--- config.mk ---
export PLATFORM = sky130hd
export DESIGN_NAME = response_demux
export DESIGN_NICKNAME = d
export VERILOG_FILES = /design/src/rtl/memoredf_pkg.sv /design/src/rtl/response_demux_sat_counter.sv /design/src/rtl/response_demux.sv
export SDC_FILE = /design/constraint.sdc
export NUM_CORES = 1
export LEC_CHECK = 0
export BUFFER_PORTS_ARGS = -buffer_cell sky130_fd_sc_hd__buf_4
export CORE_AREA = 2 2 124 126
export CTS_BUF_LIST = sky130_fd_sc_hd__clkbuf_4 sky130_fd_sc_hd__clkbuf_8
export DETAILED_ROUTE_END_ITERATION = 10
export DIE_AREA = 0 0 126 128
export PLACE_DENSITY = 0.56
export SYNTH_ARGS = -nofsm -noshare
export SYNTH_HDL_FRONTEND = slang
export SYNTH_SLANG_ARGS = --single-unit
export TNS_END_PERCENT = 50
--- constraint.sdc ---
create_clock -name clock -period 2.25 [get_ports clock]
set_input_delay 0.225 -clock clock [delete_from_list [all_inputs] [get_ports clock]]
set_output_delay 0.225 -clock clock [all_outputs]
set_load 0.01 [all_outputs]
--- src/rtl/memoredf_pkg.sv ---
// Shared types and helpers for the MemorEDF response path.
package memoredf_pkg;

   typedef enum logic [2:0] {IDLE, LOOKUP, RESOLVE, ROUTE, DROP} demux_state_t;

   function automatic int port_width(input int n);
      return (n <= 1) ? 1 : $clog2(n);
   endfunction

endpackage

--- src/rtl/response_demux_sat_counter.sv ---
// Up-counter that sticks at its all-ones value instead of wrapping.
module sat_counter #(
   parameter int WIDTH = 16
) (
   input  logic             clock,
   input  logic             reset,
   input  logic             inc,
   output logic [WIDTH-1:0] count
);

   logic [WIDTH-1:0] count_q, count_d;

   always_comb begin
      count_d = count_q;
      if (inc && (count_q != '1)) count_d = count_q + WIDTH'(1);
   end

   always_ff @(posedge clock or posedge reset) begin
      if (reset) count_q <= '0;
      else       count_q <= count_d;
   end

   assign count = count_q;

endmodule

--- src/rtl/response_demux.sv ---
// Steers memory-side response bursts to the port that issued them, using the
// ID table to recover the origin; unknown IDs are drained and counted.
module response_demux
   import memoredf_pkg::*;
#(
   parameter  int NUMBER_OF_PORTS = 2,
   parameter  int ID_WIDTH        = 16,
   parameter  int DATA_WIDTH      = 128,
   localparam int PORT_WIDTH      = port_width(NUMBER_OF_PORTS)
) (
   input  logic                       clock,
   input  logic                       reset,
   input  logic [ID_WIDTH-1:0]        s_id,
   input  logic [DATA_WIDTH-1:0]      s_data,
   input  logic                       s_last,
   input  logic                       s_valid,
   output logic                       s_ready,
   output logic [DATA_WIDTH-1:0]      m_data,
   output logic                       m_last,
   output logic [NUMBER_OF_PORTS-1:0] m_valid,
   input  logic [NUMBER_OF_PORTS-1:0] m_ready,
   output logic [ID_WIDTH-1:0]        table_id,
   output logic                       table_lookup,
   output logic                       table_invalidate,
   input  logic [PORT_WIDTH-1:0]      table_answer,
   input  logic                       table_hit,
   output logic                       orphan,
   output logic [15:0]                orphan_count,
   output demux_state_t               dbg_state
);

   // Handshake: a beat moves on a rising edge where s_valid && s_ready; the
   // upstream holds s_id/s_data/s_last stable while s_valid && !s_ready.
   demux_state_t          state_q, state_d;
   logic [ID_WIDTH-1:0]   cur_id_q, cur_id_d;
   logic [PORT_WIDTH-1:0] cur_port_q, cur_port_d;

   always_comb begin
      state_d          = state_q;
      cur_id_d         = cur_id_q;
      cur_port_d       = cur_port_q;
      s_ready          = 1'b0;
      m_valid          = '0;
      table_lookup     = 1'b0;
      table_invalidate = 1'b0;
      orphan           = 1'b0;
      case (state_q)
         IDLE: begin
            if (s_valid) begin
               cur_id_d = s_id;
               state_d  = LOOKUP;
            end
         end
         LOOKUP: begin
            table_lookup = 1'b1;
            state_d      = RESOLVE;
         end
         RESOLVE: begin
            // An out-of-range answer is as useless as a miss, so drain it too.
            if (table_hit && (int'(table_answer) < NUMBER_OF_PORTS)) begin
               cur_port_d = table_answer;
               state_d    = ROUTE;
            end else begin
               orphan  = 1'b1;
               state_d = DROP;
            end
         end
         ROUTE: begin
            m_valid[cur_port_q] = s_valid;
            s_ready             = m_ready[cur_port_q];
            if (s_valid && s_ready && s_last) begin
               table_invalidate = 1'b1;
               state_d          = IDLE;
            end
         end
         DROP: begin
            s_ready = 1'b1;
            if (s_valid && s_last) state_d = IDLE;
         end
         default: state_d = IDLE;
      endcase
   end

   always_ff @(posedge clock or posedge reset) begin
      if (reset) begin
         state_q    <= IDLE;
         cur_id_q   <= '0;
         cur_port_q <= '0;
      end else begin
         state_q    <= state_d;
         cur_id_q   <= cur_id_d;
         cur_port_q <= cur_port_d;
      end
   end

   assign m_data    = s_data;
   assign m_last    = s_last;
   assign table_id  = cur_id_q;
   assign dbg_state = state_q;

   sat_counter #(.WIDTH(16)) u_orphan_count (
      .clock (clock),
      .reset (reset),
      .inc   (orphan),
      .count (orphan_count)
   );

   a_id_stable: assert property (@(posedge clock) disable iff (reset)
      (((state_q == ROUTE) || (state_q == DROP)) && s_valid && s_ready) |-> (s_id == cur_id_q));

endmodule

---- After elaboration in Yosys (flattened, before gate mapping) ----
Index checks and enable logic that the tools add are counted.
word-level totals
  register bits ........................... 36
  output and inout bits ................... 170
  word-level logic and storage cells ...... 41
operators by class
  add/sub/neg operators ................... 1
  $lt $le $gt $ge ......................... 2
  equal/unequal tests ..................... 8
  multiplexer cells ....................... 16
  bitwise logic cells ..................... 1
  reductions and logical operators ........ 9
operators with widths
  operator                                                     count
  adder 16 x 1 -> 16 bit (second input constant)               1
  inequality test 16 bit (second input constant)               1
  case mux 3 bit (5 select lines)                              1
  2-to-1 mux 3 bit                                             4
  2-to-1 mux 1 bit                                             8
  equality test 3 x 2 -> 1 bit (second input constant)         2
  inequality test 2 bit (second input constant)                3
  logical AND 1 bit                                            5
  AND reduction 2 bit                                          2
  equality test 3 x 1 -> 1 bit (second input constant)         1
  equality test 3 bit (second input constant)                  1
  zero test 3 bit                                              1
  AND reduction 3 bit                                          1
  AND 2 bit                                                    1
  less-than comparator 1 x 2 -> 1 bit (second input constant)  1
  2-to-1 mux 2 bit                                             1
  case mux 1 bit (2 select lines)                              1
  demux 1 bit (select 1 bit)                                   1
  >= comparator 1 bit (second input constant)                  1

---- Longest topological paths before layout ----
  word-level depth ........................ 6
  mapped depth ............................ 7
  depth with buffers taken out ............ 5

---- Modules after synthesis ----
Synthesis repeated with hierarchy kept, for this count alone.
second synthesis, totals
  cells, all modules ...................... 266
  area, all modules ....................... 2705.1 µm²
modules (own cells, without submodules)
  module          instances  cells an instance  area an instance (µm²)  sequential area each (µm²)
  response_demux  1          195                1899.3                  500.5
  sat_counter     1          71                 805.8                   400.4

---- Worst setup path after synthesis ----
No wires, ideal clock.
  path kind ............................... register to register
  start point ............................. register state_q[1], in the netlist dbg_state[1]
  end point ............................... register cur_id_q[0], in the netlist table_id[0]
  setup time .............................. 125 ps
  arrival ................................. 1748 ps
  required time ........................... 2125 ps
  slack ................................... 377 ps
  stages on the path, launching flop included .. 5
  period minus slack after synthesis ...... 1873 ps
  cell sequence ........................... dfrtp_1 -> buf_2 -> nor4b_2 -> buf_2 -> mux2_2
between the ends
  longest elaborated chain between the ends .. 2
RTL lines
  element                        RTL line              source
  start, declared                response_demux.sv:34  demux_state_t state_q, state_d;
  start signal, assigned         response_demux.sv:90  state_q <= state_d;
  zero test 3 bit                response_demux.sv:47  case (state_q)
  AND reduction 2 bit (no line)  -
  end signal, assigned           response_demux.sv:91  cur_id_q <= cur_id_d;
  end, declared                  response_demux.sv:35  logic [ID_WIDTH-1:0] cur_id_q, cur_id_d;
No other way between the ends.
A chain may end at the register's enable or synchronous reset.

---- Worst setup path in the final report ----
  start point ............................. register state_q[2], in the netlist dbg_state[2]
  end point ............................... output port orphan
between the ends
  longest elaborated chain between the ends .. 2
RTL lines
  element                       RTL line              source
  equality test 3 x 2 -> 1 bit  response_demux.sv:47
  2-to-1 mux 1 bit              response_demux.sv:47
  end, declared                 response_demux.sv:27  output logic orphan,
No other way between the ends.

==> results by group <==
Run status
  – Status: finished, final reports clean

Clock tree
  – Clk Latency, worst-skew pair: 0.29 ns
  – Hold buffers post-CTS: 0
  – TritonCTS Sinks: 36
  – Postcts setup bufs: 0
  – Root Driver: clkbuf_8
  – CTS-repair resized insts: 0
  – CTS tree: built
  – H-Tree Depth: 2
  – Clock-pin slew on the worst setup and hold paths: 0.07 ns
  – Clk buf depth: 2
  – TritonCTS Buffers: 5

Final layout
  – P&R area growth vs syn: -5.64%
  – Core Util, Final: 17.3%
  – Fraction of layout cells with a size suffix above 1: 48.2%
  – Filler cells: 1,685
  – Commonest non-fill, non-tap cells in the layout: buf_4 (71), dfrtp_1 (36), mux2_2 (18)
  – Final #Nets: 371
  – Commonest non-fill, non-tap cell in the layout: buf_4
  – Inserted Diodes: 0
  – Area of the multi-input gates: 791 µm²
  – Reg area: 901 µm²

Synthesis
  – Asr flop ratio synth: 100%
  – Synthesized cell area: 2730 µm²
  – Syn avg cell area: 9.91 µm²
  – Largest cells by area after synthesis: buf_4 (36%), dfrtp_1 (33%), mux2_2 (7.4%)
  – Yosys warnings: 0
  – Gate Count Post-Synth: 275
  – Top cell type's share of synthesized area: 35.8%
  – Number of synthesized flops with an enable pin: 0
  – Sequential area share after synthesis: 33.0%
  – Syn Nets: 428
  – Post-synth top flop: dfrtp_1
  – Netlist cell types: 38
  – Register bit count reported by yosys: 36
  – Largest area contributor in the synthesized netlist: buf_4

Timing
  – Fin crit share: 85.2%
  – RSZ-0062 raised after global routing: no
  – Final hold vios: 0
  – Max Transition Viols Final: 0
  – Fmax: 0.522 GHz
  – Slew of the pin with the lowest slew margin: 0.484 ns
  – Max-Slew Margin vs Limit: 67.8%
  – Final clock skew: 0.00498 ns
  – Fin Setup TNS: 0 ns
  – Final setup violation count: 0
  – Final min period: 1.92 ns

Detailed routing
  – 1st-iter DRT viols: 82
  – Wire per inst: 14.2 µm
  – Vias per cell: 3.84
  – Detail Route Antenna Nets: 0
  – Pre-Repair DR Iteration Count: 4
  – WL final: 5.75 mm
  – DR vias: 1,558
  – # DRC: 0

Power
  – Clk network pwr share: 17.0%
  – Peak VDD IR: 0.000616 V
  – Net Sw Frac: 34.5%
  – Sequential fraction of design power: 38.9%
  – Cell Pwr Density: 1020 nW/µm²
  – LEAKAGE: 1.13 nW
  – Int Pwr: 0.00173 W
  – Switching pwr: 0.000910 W
  – Combinational share of power: 44.1%

GRT
  – Total grt overflow: 0
  – Vias in the first global route: 1,541
  – Total track usage: 6.80%
  – Largest net degree at the start of global routing: 37
  – First-pass GRT wire length: 8.43 mm
  – Initial antenna violation count: 0

Critical path
  – Crit path launch: dbg_state[2]$_DFFE_PP0P_
  – CP max FO: 6
  – Critical path arrival: 1.69 ns
  – CP Class: flip-flop to output pin
  – Crit end category: output pin
  – Worst Path Required: 2.03 ns
  – FF-to-FF Start: dbg_state[2]$_DFFE_PP0P_
  – Startpoint types: flip-flop

Floorplanning
  – Full die area: 16,100 µm²
  – Die Wd: 126 µm
  – Row count: 45
  – Die Y: 128 µm
  – CORE AREA: 14,900 µm²
  – Starting Density: 18.3%
  – Boundary Pins: 322

Run
  – Maxcap violations: 0

Hold path
  – Worst min-delay path category: input port to asynchronous set/reset pin

Placed design
  – Port bufs: 65
  – DP HPWL: 4.56 mm
  – Routability cong.: 0.744
## synthesized netlist by cell type (all sizes together), types with 2 or more instances
cell type and instances:
o21ai 4, and2 3, buf 134, and4 3
nor4 3, inv 4, a21oi 6, nor3 3
dfrtp 36, a211oi 2, nand4 3, nand2 11
xnor2 8, mux2 18, mux2i 2, nor2 7
xor2 3, nand3 9, o211ai 2, and3 3
## sequential cells by signal, indices dropped and copies added, names as in the netlist
name / count
dbg_state: 3
cur_port_q: 1
table_id: 16
u_orphan_count.count: 16
## per-stage QoR
stage	hold WS [ns]	std cells	total power, W	instance area (µm²)	worst slack [ns]
4_1_cts	0.0613	406	0.00269	2570	0.306
3_3_place_gp	0.374	399	0.00219	2490	0.415
6_report	0.0543	406	0.00264	2570	0.333
5_1_grt	0.0893	406	0.00284	2570	0.269
3_5_place_dp	0.380	399	0.00222	2490	0.385
2_1_floorplan	0.375	275	0.00191	2730	0.377
## power by group through the flow
stage	Sequential [W]	Clock (W)	Combinational, W
2_1_floorplan	0.00112	0	0.000795
3_3_place_gp	0.00103	0	0.00117
3_5_place_dp	0.00104	0	0.00118
4_1_cts	0.00103	0.000474	0.00118
5_1_grt	0.00106	0.000504	0.00127
6_report	0.00103	0.000448	0.00116
## per-layer routing
layer | GRT usage [%] | up-vias | part of all wire (%)
li1 | - | 664 | -
met3 | 3.21 | 78 | 12
met4 | 8.66 | 0 | 11
met2 | 8.95 | 98 | 41
met5 | 0 | - | 0
met1 | 7.08 | 718 | 36
## worst paths after layout
| path | endpoint | slack (ns) | depth (start not counted) |
|---|---|---|---|
| max in group asynchronous | u_orphan_count.count[1]$_DFFE_PP0P_ | 1.86 | 3 |
| worst max register to register | u_orphan_count.count[15]$_DFFE_PP0P_ | 0.38 | 4 |
| worst min-delay path | table_id[10]$_DFFE_PP0P_ | 0.05 | 3 |
| worst max-delay path | orphan | 0.33 | 3 |
| min in group clock | table_id[5]$_DFFE_PP0P_ | 0.17 | 2 |
| worst min register to register | u_orphan_count.count[14]$_DFFE_PP0P_ | 0.50 | 1 |
## worst max-delay path, stage by stage (launching register included)
cell and delay [ns]:
dfrtp_1 0.38, or4b_1 0.76, clkinv_8 0.14, buf_4 0.13
## cell type report
| class | count | area share [%] |
|---|---|---|
| Sequential cell | 36 | 35.0 |
| Multi-Input combinational cell | 99 | 30.7 |
| Timing Repair Buffer | 71 | 20.7 |
| Tap cell | 188 | 9.14 |
| Clock buffer | 6 | 2.97 |
| Inverter | 5 | 1.22 |
| Clock inverter | 1 | 0.195 |
## cell families (layout without fill, tap and decap cells)
logic type | Yosys count | count (layout) | synth area share, %
AOI/OAI and AO/OA | 18 | 18 | 4.27
adders and majority gates | 1 | 1 | 0.459
DFF | 36 | 36 | 33.0
and+or+nand+nor | 49 | 49 | 12.3
buffers and inverters | 140 | 83 | 38.3
muxes | 20 | 20 | 8.17
xor gates and xnor gates | 11 | 11 | 3.53
No activity file was read; power rests on OpenSTA's default activity.
